File: src/rtl/raster_tri_sequencer_if.sv
// Triangle-in / rasterizer-control / pixel-out bundle for raster_tri_sequencer.
// Statistics counters appear only when RASTER_SEQ_STATS_EN is defined.
interface raster_tri_sequencer_if;
  logic        in_tri_valid;
  logic        out_tri_ready;
  logic [95:0] in_tri_xy;
  logic [5:0]  in_tri_depth;
  logic [47:0] in_tri_color;

  logic [95:0] out_r_xy;
  logic [5:0]  out_r_depth;
  logic [47:0] out_r_color;

  logic        out_sig_start_new_triangle;
  logic        out_sig_get_boundary_coords;
  logic        out_sig_form_edges;
  logic        out_sig_pixel_loop_setup;
  logic        out_sig_rasterize_pixels;
  logic        in_sig_rasterize_write_pixel;
  logic        in_sig_rasterize_done;

  logic [15:0] in_pix_x;
  logic [15:0] in_pix_y;
  logic [1:0]  in_pix_depth;
  logic [15:0] in_pix_color;

  logic        out_pix_valid;
  logic        in_pix_ready;
  logic [15:0] out_pix_x;
  logic [15:0] out_pix_y;
  logic [1:0]  out_pix_depth;
  logic [15:0] out_pix_color;

  logic        out_busy;
  logic        out_tri_done;
  logic        out_error;

`ifdef RASTER_SEQ_STATS_EN
  logic [15:0] out_stat_tris;
  logic [31:0] out_stat_pixels;
  logic [31:0] out_stat_stall;

  modport master (
    output in_tri_valid, in_tri_xy, in_tri_depth, in_tri_color,
    output in_sig_rasterize_write_pixel, in_sig_rasterize_done,
    output in_pix_x, in_pix_y, in_pix_depth, in_pix_color, in_pix_ready,
    input  out_tri_ready, out_r_xy, out_r_depth, out_r_color,
    input  out_sig_start_new_triangle, out_sig_get_boundary_coords,
    input  out_sig_form_edges, out_sig_pixel_loop_setup, out_sig_rasterize_pixels,
    input  out_pix_valid, out_pix_x, out_pix_y, out_pix_depth, out_pix_color,
    input  out_busy, out_tri_done, out_error,
    input  out_stat_tris, out_stat_pixels, out_stat_stall
  );

  modport slave (
    input  in_tri_valid, in_tri_xy, in_tri_depth, in_tri_color,
    input  in_sig_rasterize_write_pixel, in_sig_rasterize_done,
    input  in_pix_x, in_pix_y, in_pix_depth, in_pix_color, in_pix_ready,
    output out_tri_ready, out_r_xy, out_r_depth, out_r_color,
    output out_sig_start_new_triangle, out_sig_get_boundary_coords,
    output out_sig_form_edges, out_sig_pixel_loop_setup, out_sig_rasterize_pixels,
    output out_pix_valid, out_pix_x, out_pix_y, out_pix_depth, out_pix_color,
    output out_busy, out_tri_done, out_error,
    output out_stat_tris, out_stat_pixels, out_stat_stall
  );
`else
  modport master (
    output in_tri_valid, in_tri_xy, in_tri_depth, in_tri_color,
    output in_sig_rasterize_write_pixel, in_sig_rasterize_done,
    output in_pix_x, in_pix_y, in_pix_depth, in_pix_color, in_pix_ready,
    input  out_tri_ready, out_r_xy, out_r_depth, out_r_color,
    input  out_sig_start_new_triangle, out_sig_get_boundary_coords,
    input  out_sig_form_edges, out_sig_pixel_loop_setup, out_sig_rasterize_pixels,
    input  out_pix_valid, out_pix_x, out_pix_y, out_pix_depth, out_pix_color,
    input  out_busy, out_tri_done, out_error
  );

  modport slave (
    input  in_tri_valid, in_tri_xy, in_tri_depth, in_tri_color,
    input  in_sig_rasterize_write_pixel, in_sig_rasterize_done,
    input  in_pix_x, in_pix_y, in_pix_depth, in_pix_color, in_pix_ready,
    output out_tri_ready, out_r_xy, out_r_depth, out_r_color,
    output out_sig_start_new_triangle, out_sig_get_boundary_coords,
    output out_sig_form_edges, out_sig_pixel_loop_setup, out_sig_rasterize_pixels,
    output out_pix_valid, out_pix_x, out_pix_y, out_pix_depth, out_pix_color,
    output out_busy, out_tri_done, out_error
  );
`endif
endinterface

File: src/rtl/raster_tri_sequencer.sv
// Per-triangle phase sequencer for the edge rasterizer with pixel forwarding and watchdog.
// Define RASTER_SEQ_STATS_EN to add saturating triangle/pixel/stall counters.
//
// state      | meaning
// -----------+-----------------------------------------------------------
// S_IDLE     | ready for a triangle; latch vertex data on valid
// S_START    | start_new_triangle held for PHASE_CYCLES
// S_BOUNDS   | get_boundary_coords held for PHASE_CYCLES
// S_EDGES    | form_edges held for PHASE_CYCLES
// S_LOOPSET  | pixel_loop_setup held for PHASE_CYCLES
// S_RASTER   | rasterize gated by framebuffer ready, watchdog running
// S_FINISH   | one-cycle tri_done pulse, back to idle
module raster_tri_sequencer #(
  parameter int PHASE_CYCLES = 1,
  parameter int TIMEOUT      = 65535
) (
  input logic                   clock,
  input logic                   reset,
  raster_tri_sequencer_if.slave bus
);

  typedef enum logic [2:0] {
    S_IDLE,
    S_START,
    S_BOUNDS,
    S_EDGES,
    S_LOOPSET,
    S_RASTER,
    S_FINISH
  } state_t;

  localparam logic [3:0]  PHASE_LOAD = 4'(PHASE_CYCLES - 1);
  localparam logic [15:0] WD_LOAD    = 16'(TIMEOUT - 1);

  state_t      state;
  logic [3:0]  phase_cnt;
  logic [15:0] wd_cnt;
  logic        phase_tc;
  logic        raster_en;
  logic        pix_valid;

  logic        tri_ready_q;
  logic        busy_q;
  logic        tri_done_q;
  logic        error_q;
  logic        sig_start_q;
  logic        sig_bounds_q;
  logic        sig_edges_q;
  logic        sig_loopset_q;
  logic [95:0] r_xy_q;
  logic [5:0]  r_depth_q;
  logic [47:0] r_color_q;

  assign phase_tc = (phase_cnt == 4'd0);

  always_ff @(posedge clock) begin
    if (reset) begin
      state         <= S_IDLE;
      phase_cnt     <= 4'd0;
      wd_cnt        <= 16'd0;
      raster_en     <= 1'b0;
      tri_ready_q   <= 1'b1;
      busy_q        <= 1'b0;
      tri_done_q    <= 1'b0;
      error_q       <= 1'b0;
      sig_start_q   <= 1'b0;
      sig_bounds_q  <= 1'b0;
      sig_edges_q   <= 1'b0;
      sig_loopset_q <= 1'b0;
      r_xy_q        <= 96'd0;
      r_depth_q     <= 6'd0;
      r_color_q     <= 48'd0;
    end else begin
      tri_done_q <= 1'b0;
      error_q    <= 1'b0;
      case (state)
        S_IDLE: begin
          if (bus.in_tri_valid) begin
            r_xy_q      <= bus.in_tri_xy;
            r_depth_q   <= bus.in_tri_depth;
            r_color_q   <= bus.in_tri_color;
            state       <= S_START;
            phase_cnt   <= PHASE_LOAD;
            sig_start_q <= 1'b1;
            tri_ready_q <= 1'b0;
            busy_q      <= 1'b1;
          end
        end
        S_START: begin
          if (phase_tc) begin
            state        <= S_BOUNDS;
            phase_cnt    <= PHASE_LOAD;
            sig_start_q  <= 1'b0;
            sig_bounds_q <= 1'b1;
          end else begin
            phase_cnt <= phase_cnt - 4'd1;
          end
        end
        S_BOUNDS: begin
          if (phase_tc) begin
            state        <= S_EDGES;
            phase_cnt    <= PHASE_LOAD;
            sig_bounds_q <= 1'b0;
            sig_edges_q  <= 1'b1;
          end else begin
            phase_cnt <= phase_cnt - 4'd1;
          end
        end
        S_EDGES: begin
          if (phase_tc) begin
            state         <= S_LOOPSET;
            phase_cnt     <= PHASE_LOAD;
            sig_edges_q   <= 1'b0;
            sig_loopset_q <= 1'b1;
          end else begin
            phase_cnt <= phase_cnt - 4'd1;
          end
        end
        S_LOOPSET: begin
          if (phase_tc) begin
            state         <= S_RASTER;
            sig_loopset_q <= 1'b0;
            raster_en     <= 1'b1;
            wd_cnt        <= WD_LOAD;
          end else begin
            phase_cnt <= phase_cnt - 4'd1;
          end
        end
        S_RASTER: begin
          // done is checked first so it wins over a watchdog expiry in the same cycle
          if (bus.in_sig_rasterize_done) begin
            state      <= S_FINISH;
            raster_en  <= 1'b0;
            tri_done_q <= 1'b1;
          end else if (wd_cnt == 16'd0) begin
            state       <= S_IDLE;
            raster_en   <= 1'b0;
            error_q     <= 1'b1;
            tri_ready_q <= 1'b1;
            busy_q      <= 1'b0;
          end else begin
            wd_cnt <= wd_cnt - 16'd1;
          end
        end
        S_FINISH: begin
          state       <= S_IDLE;
          tri_ready_q <= 1'b1;
          busy_q      <= 1'b0;
        end
        default: begin
          state       <= S_IDLE;
          raster_en   <= 1'b0;
          tri_ready_q <= 1'b1;
          busy_q      <= 1'b0;
        end
      endcase
    end
  end

  assign pix_valid = raster_en & bus.in_sig_rasterize_write_pixel & bus.in_pix_ready;

  assign bus.out_tri_ready               = tri_ready_q;
  assign bus.out_busy                    = busy_q;
  assign bus.out_tri_done                = tri_done_q;
  assign bus.out_error                   = error_q;
  assign bus.out_r_xy                    = r_xy_q;
  assign bus.out_r_depth                 = r_depth_q;
  assign bus.out_r_color                 = r_color_q;
  assign bus.out_sig_start_new_triangle  = sig_start_q;
  assign bus.out_sig_get_boundary_coords = sig_bounds_q;
  assign bus.out_sig_form_edges          = sig_edges_q;
  assign bus.out_sig_pixel_loop_setup    = sig_loopset_q;
  // framebuffer backpressure freezes the rasterizer by dropping its advance strobe
  assign bus.out_sig_rasterize_pixels    = raster_en & bus.in_pix_ready;
  assign bus.out_pix_valid               = pix_valid;
  assign bus.out_pix_x                   = bus.in_pix_x;
  assign bus.out_pix_y                   = bus.in_pix_y;
  assign bus.out_pix_depth               = bus.in_pix_depth;
  assign bus.out_pix_color               = bus.in_pix_color;

`ifdef RASTER_SEQ_STATS_EN
  logic [15:0] stat_tris;
  logic [31:0] stat_pixels;
  logic [31:0] stat_stall;

  always_ff @(posedge clock) begin
    if (reset) begin
      stat_tris   <= 16'd0;
      stat_pixels <= 32'd0;
      stat_stall  <= 32'd0;
    end else begin
      if (tri_done_q && (stat_tris != 16'hFFFF))
        stat_tris <= stat_tris + 16'd1;
      if (pix_valid && (stat_pixels != 32'hFFFF_FFFF))
        stat_pixels <= stat_pixels + 32'd1;
      if (raster_en && !bus.in_pix_ready && (stat_stall != 32'hFFFF_FFFF))
        stat_stall <= stat_stall + 32'd1;
    end
  end

  assign bus.out_stat_tris   = stat_tris;
  assign bus.out_stat_pixels = stat_pixels;
  assign bus.out_stat_stall  = stat_stall;
`endif

endmodule
File: src/flat_wrapper.sv
// flat-port wrapper written by rule: the top's interface ports become plain ports
module raster_tri_sequencer_flat 
#(
  parameter int PHASE_CYCLES = 1,
  parameter int TIMEOUT      = 65535
)
  (clock, reset, bus_in_tri_valid, bus_in_tri_xy, bus_in_tri_depth, bus_in_tri_color, bus_in_sig_rasterize_write_pixel, bus_in_sig_rasterize_done, bus_in_pix_x, bus_in_pix_y, bus_in_pix_depth, bus_in_pix_color, bus_in_pix_ready, bus_out_tri_ready, bus_out_r_xy, bus_out_r_depth, bus_out_r_color, bus_out_sig_start_new_triangle, bus_out_sig_get_boundary_coords, bus_out_sig_form_edges, bus_out_sig_pixel_loop_setup, bus_out_sig_rasterize_pixels, bus_out_pix_valid, bus_out_pix_x, bus_out_pix_y, bus_out_pix_depth, bus_out_pix_color, bus_out_busy, bus_out_tri_done, bus_out_error);
  raster_tri_sequencer_if bus_i ();
  input logic clock;
  input logic reset;
  input wire logic [$bits(bus_i.in_tri_valid)-1:0] bus_in_tri_valid;
  input wire logic [$bits(bus_i.in_tri_xy)-1:0] bus_in_tri_xy;
  input wire logic [$bits(bus_i.in_tri_depth)-1:0] bus_in_tri_depth;
  input wire logic [$bits(bus_i.in_tri_color)-1:0] bus_in_tri_color;
  input wire logic [$bits(bus_i.in_sig_rasterize_write_pixel)-1:0] bus_in_sig_rasterize_write_pixel;
  input wire logic [$bits(bus_i.in_sig_rasterize_done)-1:0] bus_in_sig_rasterize_done;
  input wire logic [$bits(bus_i.in_pix_x)-1:0] bus_in_pix_x;
  input wire logic [$bits(bus_i.in_pix_y)-1:0] bus_in_pix_y;
  input wire logic [$bits(bus_i.in_pix_depth)-1:0] bus_in_pix_depth;
  input wire logic [$bits(bus_i.in_pix_color)-1:0] bus_in_pix_color;
  input wire logic [$bits(bus_i.in_pix_ready)-1:0] bus_in_pix_ready;
  output wire logic [$bits(bus_i.out_tri_ready)-1:0] bus_out_tri_ready;
  output wire logic [$bits(bus_i.out_r_xy)-1:0] bus_out_r_xy;
  output wire logic [$bits(bus_i.out_r_depth)-1:0] bus_out_r_depth;
  output wire logic [$bits(bus_i.out_r_color)-1:0] bus_out_r_color;
  output wire logic [$bits(bus_i.out_sig_start_new_triangle)-1:0] bus_out_sig_start_new_triangle;
  output wire logic [$bits(bus_i.out_sig_get_boundary_coords)-1:0] bus_out_sig_get_boundary_coords;
  output wire logic [$bits(bus_i.out_sig_form_edges)-1:0] bus_out_sig_form_edges;
  output wire logic [$bits(bus_i.out_sig_pixel_loop_setup)-1:0] bus_out_sig_pixel_loop_setup;
  output wire logic [$bits(bus_i.out_sig_rasterize_pixels)-1:0] bus_out_sig_rasterize_pixels;
  output wire logic [$bits(bus_i.out_pix_valid)-1:0] bus_out_pix_valid;
  output wire logic [$bits(bus_i.out_pix_x)-1:0] bus_out_pix_x;
  output wire logic [$bits(bus_i.out_pix_y)-1:0] bus_out_pix_y;
  output wire logic [$bits(bus_i.out_pix_depth)-1:0] bus_out_pix_depth;
  output wire logic [$bits(bus_i.out_pix_color)-1:0] bus_out_pix_color;
  output wire logic [$bits(bus_i.out_busy)-1:0] bus_out_busy;
  output wire logic [$bits(bus_i.out_tri_done)-1:0] bus_out_tri_done;
  output wire logic [$bits(bus_i.out_error)-1:0] bus_out_error;
  assign bus_i.in_tri_valid = bus_in_tri_valid;
  assign bus_i.in_tri_xy = bus_in_tri_xy;
  assign bus_i.in_tri_depth = bus_in_tri_depth;
  assign bus_i.in_tri_color = bus_in_tri_color;
  assign bus_i.in_sig_rasterize_write_pixel = bus_in_sig_rasterize_write_pixel;
  assign bus_i.in_sig_rasterize_done = bus_in_sig_rasterize_done;
  assign bus_i.in_pix_x = bus_in_pix_x;
  assign bus_i.in_pix_y = bus_in_pix_y;
  assign bus_i.in_pix_depth = bus_in_pix_depth;
  assign bus_i.in_pix_color = bus_in_pix_color;
  assign bus_i.in_pix_ready = bus_in_pix_ready;
  assign bus_out_tri_ready = bus_i.out_tri_ready;
  assign bus_out_r_xy = bus_i.out_r_xy;
  assign bus_out_r_depth = bus_i.out_r_depth;
  assign bus_out_r_color = bus_i.out_r_color;
  assign bus_out_sig_start_new_triangle = bus_i.out_sig_start_new_triangle;
  assign bus_out_sig_get_boundary_coords = bus_i.out_sig_get_boundary_coords;
  assign bus_out_sig_form_edges = bus_i.out_sig_form_edges;
  assign bus_out_sig_pixel_loop_setup = bus_i.out_sig_pixel_loop_setup;
  assign bus_out_sig_rasterize_pixels = bus_i.out_sig_rasterize_pixels;
  assign bus_out_pix_valid = bus_i.out_pix_valid;
  assign bus_out_pix_x = bus_i.out_pix_x;
  assign bus_out_pix_y = bus_i.out_pix_y;
  assign bus_out_pix_depth = bus_i.out_pix_depth;
  assign bus_out_pix_color = bus_i.out_pix_color;
  assign bus_out_busy = bus_i.out_busy;
  assign bus_out_tri_done = bus_i.out_tri_done;
  assign bus_out_error = bus_i.out_error;
  raster_tri_sequencer #(.PHASE_CYCLES(PHASE_CYCLES), .TIMEOUT(TIMEOUT)) u_core (.clock(clock), .reset(reset), .bus(bus_i));
endmodule
File: config.mk
export PLATFORM = sky130hd
export DESIGN_NAME = raster_tri_sequencer_flat
export DESIGN_NICKNAME = d
export VERILOG_FILES = /design/src/rtl/raster_tri_sequencer_if.sv /design/src/rtl/raster_tri_sequencer.sv /design/src/flat_wrapper.sv
export SDC_FILE = /design/constraint.sdc
export NUM_CORES = 1
export LEC_CHECK = 0
export CELL_PAD_IN_SITES_DETAIL_PLACEMENT = 1
export CELL_PAD_IN_SITES_GLOBAL_PLACEMENT = 2
export CORE_MARGIN = 5
export CORE_UTILIZATION = 22
export CTS_BUF_LIST = sky130_fd_sc_hd__clkbuf_8
export CTS_CLUSTER_DIAMETER = 100
export DETAILED_ROUTE_END_ITERATION = 12
export GPL_TIMING_DRIVEN = 1
export PLACE_DENSITY_LB_ADDON = 0.2
export SYNTH_ARGS = -nofsm -noshare
export SYNTH_HDL_FRONTEND = slang
export SYNTH_SLANG_ARGS = --single-unit
File: constraint.sdc
create_clock -name clock -period 3.8 [get_ports clock]
set_input_delay 1.14 -clock clock [delete_from_list [all_inputs] [get_ports clock]]
set_output_delay 1.14 -clock clock [all_outputs]
set_load 0.02 [all_outputs]
* Yosys cells after proc, flatten, opt, wreduce, memory -nomap -nowiden
Index checks and enable logic that the tools add are counted.
Word-level totals: register bits 182, bits of input ports 206, logic and storage cells 97
Operators by class: add/subtract/negate cells 2, equality and inequality tests 16, mux-type cells 34, bitwise operators 6, reductions and logical operators 24
Operators with widths (number):
- $mux 16 | 3
- $pmux 16 s2 | 1
- $mux 3 | 7
- $pmux 3 s6 | 1
- $reduce_and 3->1 | 6
- $logic_not 16->1 | 1
- $sub 16x1->16 const B | 1
- $mux 4 | 3
- $pmux 4 s3 | 1
- $mux 1 | 11
- $ne 2x1->1 const B | 5
- $reduce_bool 2->1 | 5
- $eq 3x3->1 const B | 3
- $pmux 1 s3 | 3
- $ne 2x2->1 const B | 4
- $pmux 1 s2 | 4
- $reduce_and 4->1 | 2
- $eq 3x2->1 const B | 2
- $reduce_and 6->1 | 1
- $reduce_or 3->1 | 2
- $reduce_or 5->1 | 1
- $logic_not 4->1 | 1
- $reduce_or 4->1 | 1
- $sub 4x1->4 const B | 1
- 8 further kinds | 12

* Depth between registers and ports, before layout
Gate-level depths: netlist (run 1).
depth in word-level cells 4, mapped depth 8

* Least setup slack after synthesis (run 1)
Ideal clock, no wire load.
kind input port to output port, start in bus_in_pix_ready, end out bus_out_pix_valid, arrival 1.393 ns, required time 2.660 ns, path slack 1.267 ns, cell stages on the path 1, buffers on the path 0, cells stage by stage and3_1
On the way: word-level cells in the longest chain between the ends 1
RTL lines:
- from (decl) | line flat_wrapper.sv:21 | input wire logic [$bits(bus_i.in_pix_ready)-1:0] bus_in_pix_ready;
- $and 1x1->1 | line raster_tri_sequencer.sv:160 | assign pix_valid = raster_en & bus.in_sig_rasterize_write_pixel & bus.in_pix_ready;
- to (decl) | line flat_wrapper.sv:31 | output wire logic [$bits(bus_i.out_pix_valid)-1:0] bus_out_pix_valid;
Every way passes these cells.

* Worst setup path in the final report (run 1)
Ends and elaborated chain as after synthesis.

==> metrics.yaml, run 1 <==
cp.required_ns: 2.66
clk_pin_slew_worst_paths_ns: 0.09
avgSynthCellArea_um2: 7.978
outcome: "finished, final reports clean"
skew_ns: 0.01083
finalMaxSlewViolations: 0
synth_top_family_by_area: "simple AND/OR/NAND/NOR gates"
crit_type: "in2out"
cp_data_arrival_time_ns: 2.36
fp-row-count: 66
rsz0062_at_grt: "false"
multi_input_area_um2: 2850
ys.flop_type: "dfxtp_1"
ant_nets: 0
async_flop_share: 0
worst_pin_slew_ns: 0.6512
dp_hpwl_um: 19210
drt_iter0_markers: 167
final-hold-violation-count: 0
die_y_um: 190.2
chipWidth_um: 190.2
cts.repair.resized: 0
vias_per_cell: 4.298
finalCritPeriodShare: 0.9214
syn-num-nets: 1103
synth_cell_types: 54
postCtsSetupBuffers: 0
drc: 0
yosys.area_share.simple: 0.2234
clk_latency_ns: 0.48
cts_root_buf: "clkbuf_8"
grt_overflow: 0
ir_drop_v: 0.0002257
slew_headroom: 0.5646
grt_pass1_wl_um: 40850
cap_violations: 0
critPathLaunchType: "input port"
synth.area.mux_share: 0.004205
initial_utilization: 0.2212
ys_ff_latch: 182
drt_first_pass_iters: 4
path_max_fanout: 2
coreArea_um2: 32290
postCtsHoldBufs: 0
fin_setup_tns_ns: 0
fp.dieArea_um2: 36160
nets: 1343
gr-usage-all-layers: 0.1460
synthesis.area_um2: 7141
endpoint_kind: "primary output"
hold_path_class: "reg2reg"
io_buffers: 315
pin_count: 416
yosysSeqAreaShare: 0.5103
leakage_nw: 3.866
nFillCells: 3768
fmax_mhz: 285.6
fin_crit_ns: 3.501
power.total_w: 0.007025
drt_wl_total_um: 27130
synth_top_area_share: 0.5103
synthXorXnorAreaFrac: 0.01227
seq_area_um2: 3643
ys_warn_count: 0
p_per_area_nw_per_um2: 646.9
grt_max_degree: 90
area.growth.synth_to_final_pct: 52.08
synth_edf_count: 0
syn_inst: 895
cts_tree: "built"
synth-compound-area-share: 0.1533
yosys-top-cells-area: "dfxtp_1 51%, nand2_1 16%, a21oi_1 12%"
clock-sinks: 182
setup_viol: 0
wire_per_inst_um: 17.06
vias: 6834
antenna_cells: 0
place.gp.congestion: 0.7166
cts_buffers: 17
grt_pass1_vias: 7035
drive_above_1_share: 0.05314
ctsHtreeMaxLevel: 4
clock_path_buffers: 2
yosys.area.top_type: "dfxtp_1"
synth_adder_area_share: 0.003504
antenna_found_initial: 3
==> state kept, by name (all words and copies together) (netlist names) <==
register                                cells
u_core.bus.out_r_depth                      6
u_core.wd_cnt                              16
u_core.bus.out_tri_done                     1
u_core.bus.out_error                        1
u_core.bus.out_sig_form_edges               1
u_core.bus.out_sig_pixel_loop_setup         1
u_core.bus.out_r_color                     48
u_core.bus.out_sig_start_new_triangle       1
u_core.bus.out_sig_get_boundary_coords      1
u_core.bus.out_tri_ready                    1
u_core.bus.out_busy                         1
u_core.phase_cnt                            4
u_core.state                                3
u_core.raster_en                            1
u_core.bus.out_r_xy                        96
==> kinds of logic (layout without fill, tap and decap cells) <==
kind of cell	count (synthesis)	in the layout
compound gates	200	200
fa+ha+maj	2	2
buf+inv	116	369
mux	3	3
simple gates	382	382
xor+xnor	10	10
flops	182	182
==> report_power, final <==
| part | switching, W | internal [W] |
|---|---|---|
| sequential | 0.000259 | 0.00230 |
| clock | 0.000750 | 0.000770 |
| combinational | 0.00171 | 0.00124 |
==> critical path, cell delays in order <==
cell	delay (ns)
clkdlybuf4s50_1	0.47
and3_1	0.15
clkdlybuf4s50_1	0.60
==> cell usage after synthesis, types with 2 or more instances <==
cell type and instances:
buf_4 50, xnor2_1 5, or4b_1 2, nor3_1 10
a311oi_1 2, or3_1 5, buf_6 2, o21ai_0 4
clkbuf_1 46, nand2_1 310, o2111ai_1 2, dfxtp_1 182
ha_1 2, a221oi_1 2, inv_1 7, buf_1 3
nand4_1 3, a211oi_1 2, o211ai_1 3, or3b_4 2
o31ai_1 2, mux2i_1 3, xor2_1 5, buf_2 5
nor4_1 6, a31oi_1 9, and3_1 2, clkbuf_8 2
or2_2 2, nor2_1 21, a21oi_1 167, nand3b_1 2
nand3_1 4
==> through the flow <==
| step | hold slack, ns | std cells | area [µm²] | setup slack [ns] | util |
|---|---|---|---|---|---|
| final | 0.4549 | 1590 | 10860 | 0.2986 | 0.3363 |
| after global routing | 0.4733 | 1590 | 10860 | 0.2556 | 0.3363 |
| after CTS | 0.4606 | 1590 | 10860 | 0.2944 | 0.3363 |
| after detailed placement | 0.4458 | 1558 | 10410 | 0.2996 | 0.3224 |
| after global placement | 0.4409 | 1558 | 10410 | 0.2940 | 0.3224 |
| after floorplan | 0.4806 | 895 | 7141 | 1.267 | - |
==> routing by layer <==
metal  GRT usage  part of all wire  up-vias
li1            -                 -     3369
met1      0.1638              0.40     3236
met2      0.2398              0.48      197
met3     0.08110              0.10       26
met4     0.04088             0.014        6
met5           0            0.0014        -
==> placed cells by master, fill, tap and decap left out, types with 2 or more instances in the layout <==
cell	n
ha_1	2
buf_4	8
nor3_1	10
nand2_1	310
or3_1	5
clkinv_2	3
clkdlybuf4s50_1	314
nand4_1	3
mux2i_1	3
a21oi_1	167
inv_1	8
nand3b_1	2
o31ai_1	2
a311oi_1	2
or3b_4	2
xor2_1	5
nor4_1	6
buf_12	6
bufinv_16	4
a221oi_1	2
or2_2	2
o21ai_0	4
inv_6	2
nor2_1	21
xnor2_1	5
o2111ai_1	2
a31oi_1	9
or4b_1	2
dfxtp_1	182
clkbuf_8	20
nand3_1	3
a211oi_1	2
o211ai_1	3
==> final timing paths <==
kind / cells past startpoint / start / slack [ns] / endpoint
hold reg to reg: 2 / u_core.bus.out_r_xy[76]$_SDFFE_PP0P_ / 0.45 / u_core.bus.out_r_xy[76]$_SDFFE_PP0P_
setup reg to reg: 5 / u_core.state[0]$_SDFFE_PP0P_ / 1.48 / u_core.wd_cnt[3]$_SDFFE_PP0P_
hold / removal: 2 / u_core.bus.out_r_xy[76]$_SDFFE_PP0P_ / 0.45 / u_core.bus.out_r_xy[76]$_SDFFE_PP0P_
setup / recovery: 3 / bus_in_pix_ready / 0.30 / bus_out_pix_valid
==> cell type report <==
class                           count  share of cell area
Timing Repair Buffer              329              0.3071
Sequential cell                   182              0.3355
Clock buffer                       20             0.02535
Multi-Input combinational cell    597              0.2625
Tap cell                          442             0.05093
Inverter                            8            0.002765
Clock inverter                     12             0.01590
No activity file was read; power rests on OpenSTA's default activity.
==> run 2: changes to the inputs <==
--- a/config.mk
+++ b/config.mk
@@ -8,7 +8,7 @@
 export CELL_PAD_IN_SITES_DETAIL_PLACEMENT = 1
 export CELL_PAD_IN_SITES_GLOBAL_PLACEMENT = 2
 export CORE_MARGIN = 5
-export CORE_UTILIZATION = 22
+export CORE_UTILIZATION = 18
 export CTS_BUF_LIST = sky130_fd_sc_hd__clkbuf_8
 export CTS_CLUSTER_DIAMETER = 100
 export DETAILED_ROUTE_END_ITERATION = 12
==> constraint.sdc (replaced) <==
create_clock -name clock -period 2.91 [get_ports clock]
set_input_delay 0.873 -clock clock [delete_from_list [all_inputs] [get_ports clock]]
set_output_delay 0.873 -clock clock [all_outputs]
set_load 0.02 [all_outputs]
==> metrics.yaml, run 2 (synthesized netlist as in run 1, its figures left out) <==
cts_root_buf: "clkbuf_8"
critPathTopFamily: "buffers and inverters"
clk_latency_ns: 0.49  # about the same
dp_hpwl_um: 19770  # +2.9%
skew_ns: 0.009279  # -0.001554 ns
cts_tree: "built"
chipWidth_um: 209.2  # +10%
cp.depth: 3  # unchanged
final_util: 0.2789  # -0.05746
antenna_found_initial: 2  # -1
nets: 1353  # +0.74%
ctsHtreeMaxLevel: 4  # unchanged
dp_cells: 1651  # +6.0%
crit_chain: "clkdlybuf4s50_1, and3_1, dlygate4sd2_1"
clk_pin_slew_worst_paths_ns: 0.09  # about the same
hold_start: "u_core.bus.out_r_xy[11]$_SDFFE_PP0P_"
drc: 0  # unchanged
worst_pin_slew_ns: 0.6849  # +0.03362 ns
drt_first_pass_iters: 4  # unchanged
grt_pass1_vias: 7086  # +0.72%
cp.required_ns: 2.04  # -0.62 ns
p_per_area_nw_per_um2: 826.7  # +28%
drt_wl_total_um: 27830  # +2.6%
r2r-start: "u_core.state[2]$_SDFFE_PP0P_"
drive_above_1_share: 0.05872  # +0.005586
grt_overflow: 0  # unchanged
gr-usage-all-layers: 0.1244  # -0.02157
leakage_nw: 3.918  # +1.4%
place.gp.congestion: 0.7139  # -0.38%
outcome: "finished, final reports clean"
min_delay_worst_endpoint: "u_core.bus.out_r_xy[11]$_SDFFE_PP0P_"
io_buffers: 315  # unchanged
pin_count: 416  # unchanged
antenna_cells: 0  # unchanged
ant_nets: 0  # unchanged
ir_drop_v: 0.0003339  # +48%
rsz0062_at_grt: "false"
whs_path_depth: 2  # unchanged
cap_violations: 0  # unchanged
r2r_end: "u_core.wd_cnt[4]$_SDFFE_PP0P_"
crit_type: "in2out"
endpoint_kind: "primary output"
rrSetupSlack_ns: 0.66  # -0.82 ns
final_cells: 1683  # +5.8%
final-hold-violation-count: 0  # unchanged
setup_viol: 0  # unchanged
vias_per_cell: 4.059  # -5.6%
postCtsHoldBufs: 0  # unchanged
drt_iter0_markers: 179  # +7.2%
cts_buffers: 17  # unchanged
area.growth.synth_to_final_pct: 54.09
die_y_um: 209.2  # +10%
path_max_fanout: 2  # unchanged
coreArea_um2: 39460  # +22%
initial_utilization: 0.1810  # -0.04018
clock-sinks: 182  # unchanged
grt_max_degree: 77  # -14%
nFillCells: 4646  # +23%
finalCritPeriodShare: 0.9218
fp.dieArea_um2: 43750  # +21%
final_common_cell: "clkdlybuf4s50_1"
crit_path_top_delay_cell: "clkdlybuf4s50_1"
slew_headroom: 0.5434  # -0.02120
largest_reg_flops: 96  # unchanged
slowest_delay_ns: 0.47  # -0.13 ns
fin_crit_ns: 2.683
finalMaxSlewViolations: 0  # unchanged
hold-worst-slack_ns: 0.4553  # +0.0003900 ns
r2r_cells: 5  # unchanged
fp-row-count: 73  # +11%
critPathLaunchType: "input port"
hold_path_class: "reg2reg"
vias: 6831  # -0.044%
critical_path_buf_inv_count: 2  # unchanged
clock_path_buffers: 2  # unchanged
cp_data_arrival_time_ns: 1.81  # -0.55 ns
startpoint: "bus_in_pix_ready"
fmax_mhz: 372.8
grt_pass1_wl_um: 42760  # +4.7%
final_cell_mix: "312 x clkdlybuf4s50_1, 310 x nand2_1, 182 x dfxtp_1, 167 x a21oi_1, 21 x nor2_1"
wire_per_inst_um: 16.53  # -3.1%
==> run 2: cell types whose count changed in the layout (fill, tap and decap cells not counted) <==
cell	change
buf_12	+3
dlygate4sd2_1	+2
clkbuf_8	-1
clkdlybuf4s50_1	-2
clkinv_2	+2
inv_1	+3
buf_4	+7
bufinv_16	-2
inv_6	-2
==> run 2: power by group <==
group	internal (W)	total, W	switching [W]
clock network	0.000790	0.00175	0.000958
registers	0.00300	0.00331	0.000313
logic	0.00172	0.00403	0.00231
total	0.00551	0.00910	0.00359
==> run 2: layout make-up <==
class,count,area (µm²),share of cell area
Clock buffer,19,261.5,0.02377
Clock inverter,13,116.4,0.01058
Inverter,8,30.03,0.002729
Multi-Input combinational cell,597,2850,0.2590
Sequential cell,182,3643,0.3311
Tap cell,525,656.9,0.05970
Timing Repair Buffer,339,3445,0.3131
==> run 2: what timing repair did <==
item | in CTS | in global routing
buffers inserted | 0 | 0
resized for setup | 2 | 0
setup endpoints to repair | 2 | 0
hold endpoints to repair | 0 | 0
==> run 2: worst min-delay path: cells and delay by family, from the launching register on <==
kind	cells	cell delay, ns
flip-flops	1	0.32
AND/OR/NAND/NOR	1	0.05
AO/OA/AOI/OAI	1	0.05
==> run 2: how the worst max path moves through the flow <==
stage                                           endpoint  slack [ns]
after floorplan           u_core.wd_cnt[14]$_SDFFE_PP0P_        0.91
after global placement                 bus_out_pix_valid       -0.07
after detailed placement               bus_out_pix_valid       -0.05
after CTS                              bus_out_pix_valid        0.22
after global routing                   bus_out_pix_valid        0.17
final                                  bus_out_pix_valid        0.23
==> run 2: layer usage <==
| layer | global-route usage | routed length, µm | up-vias |
|---|---|---|---|
| li1 | - | - | 3396 |
| met1 | 0.1501 | 11970 | 3211 |
| met3 | 0.06320 | 2627 | 24 |
| met2 | 0.1987 | 12880 | 198 |
| met4 | 0.02880 | 339 | 2 |
| met5 | 0 | 13 | - |
==> run 2: stage by stage <==
| step | setup slack [ns] | power [W] | TNS [ns] | instance area (µm²) |
|---|---|---|---|---|
| final | 0.2275 | 0.009096 | 0 | 11000 |
| after global routing | 0.1711 | 0.009803 | 0 | 11000 |
| after CTS | 0.2195 | 0.009368 | 0 | 11000 |
| after detailed placement | -0.05323 | 0.007518 | -0.07602 | 10630 |
| after global placement | -0.06587 | 0.007489 | -0.08990 | 10630 |
| after floorplan | 0.9072 | 0.005578 | 0 | 7141 |
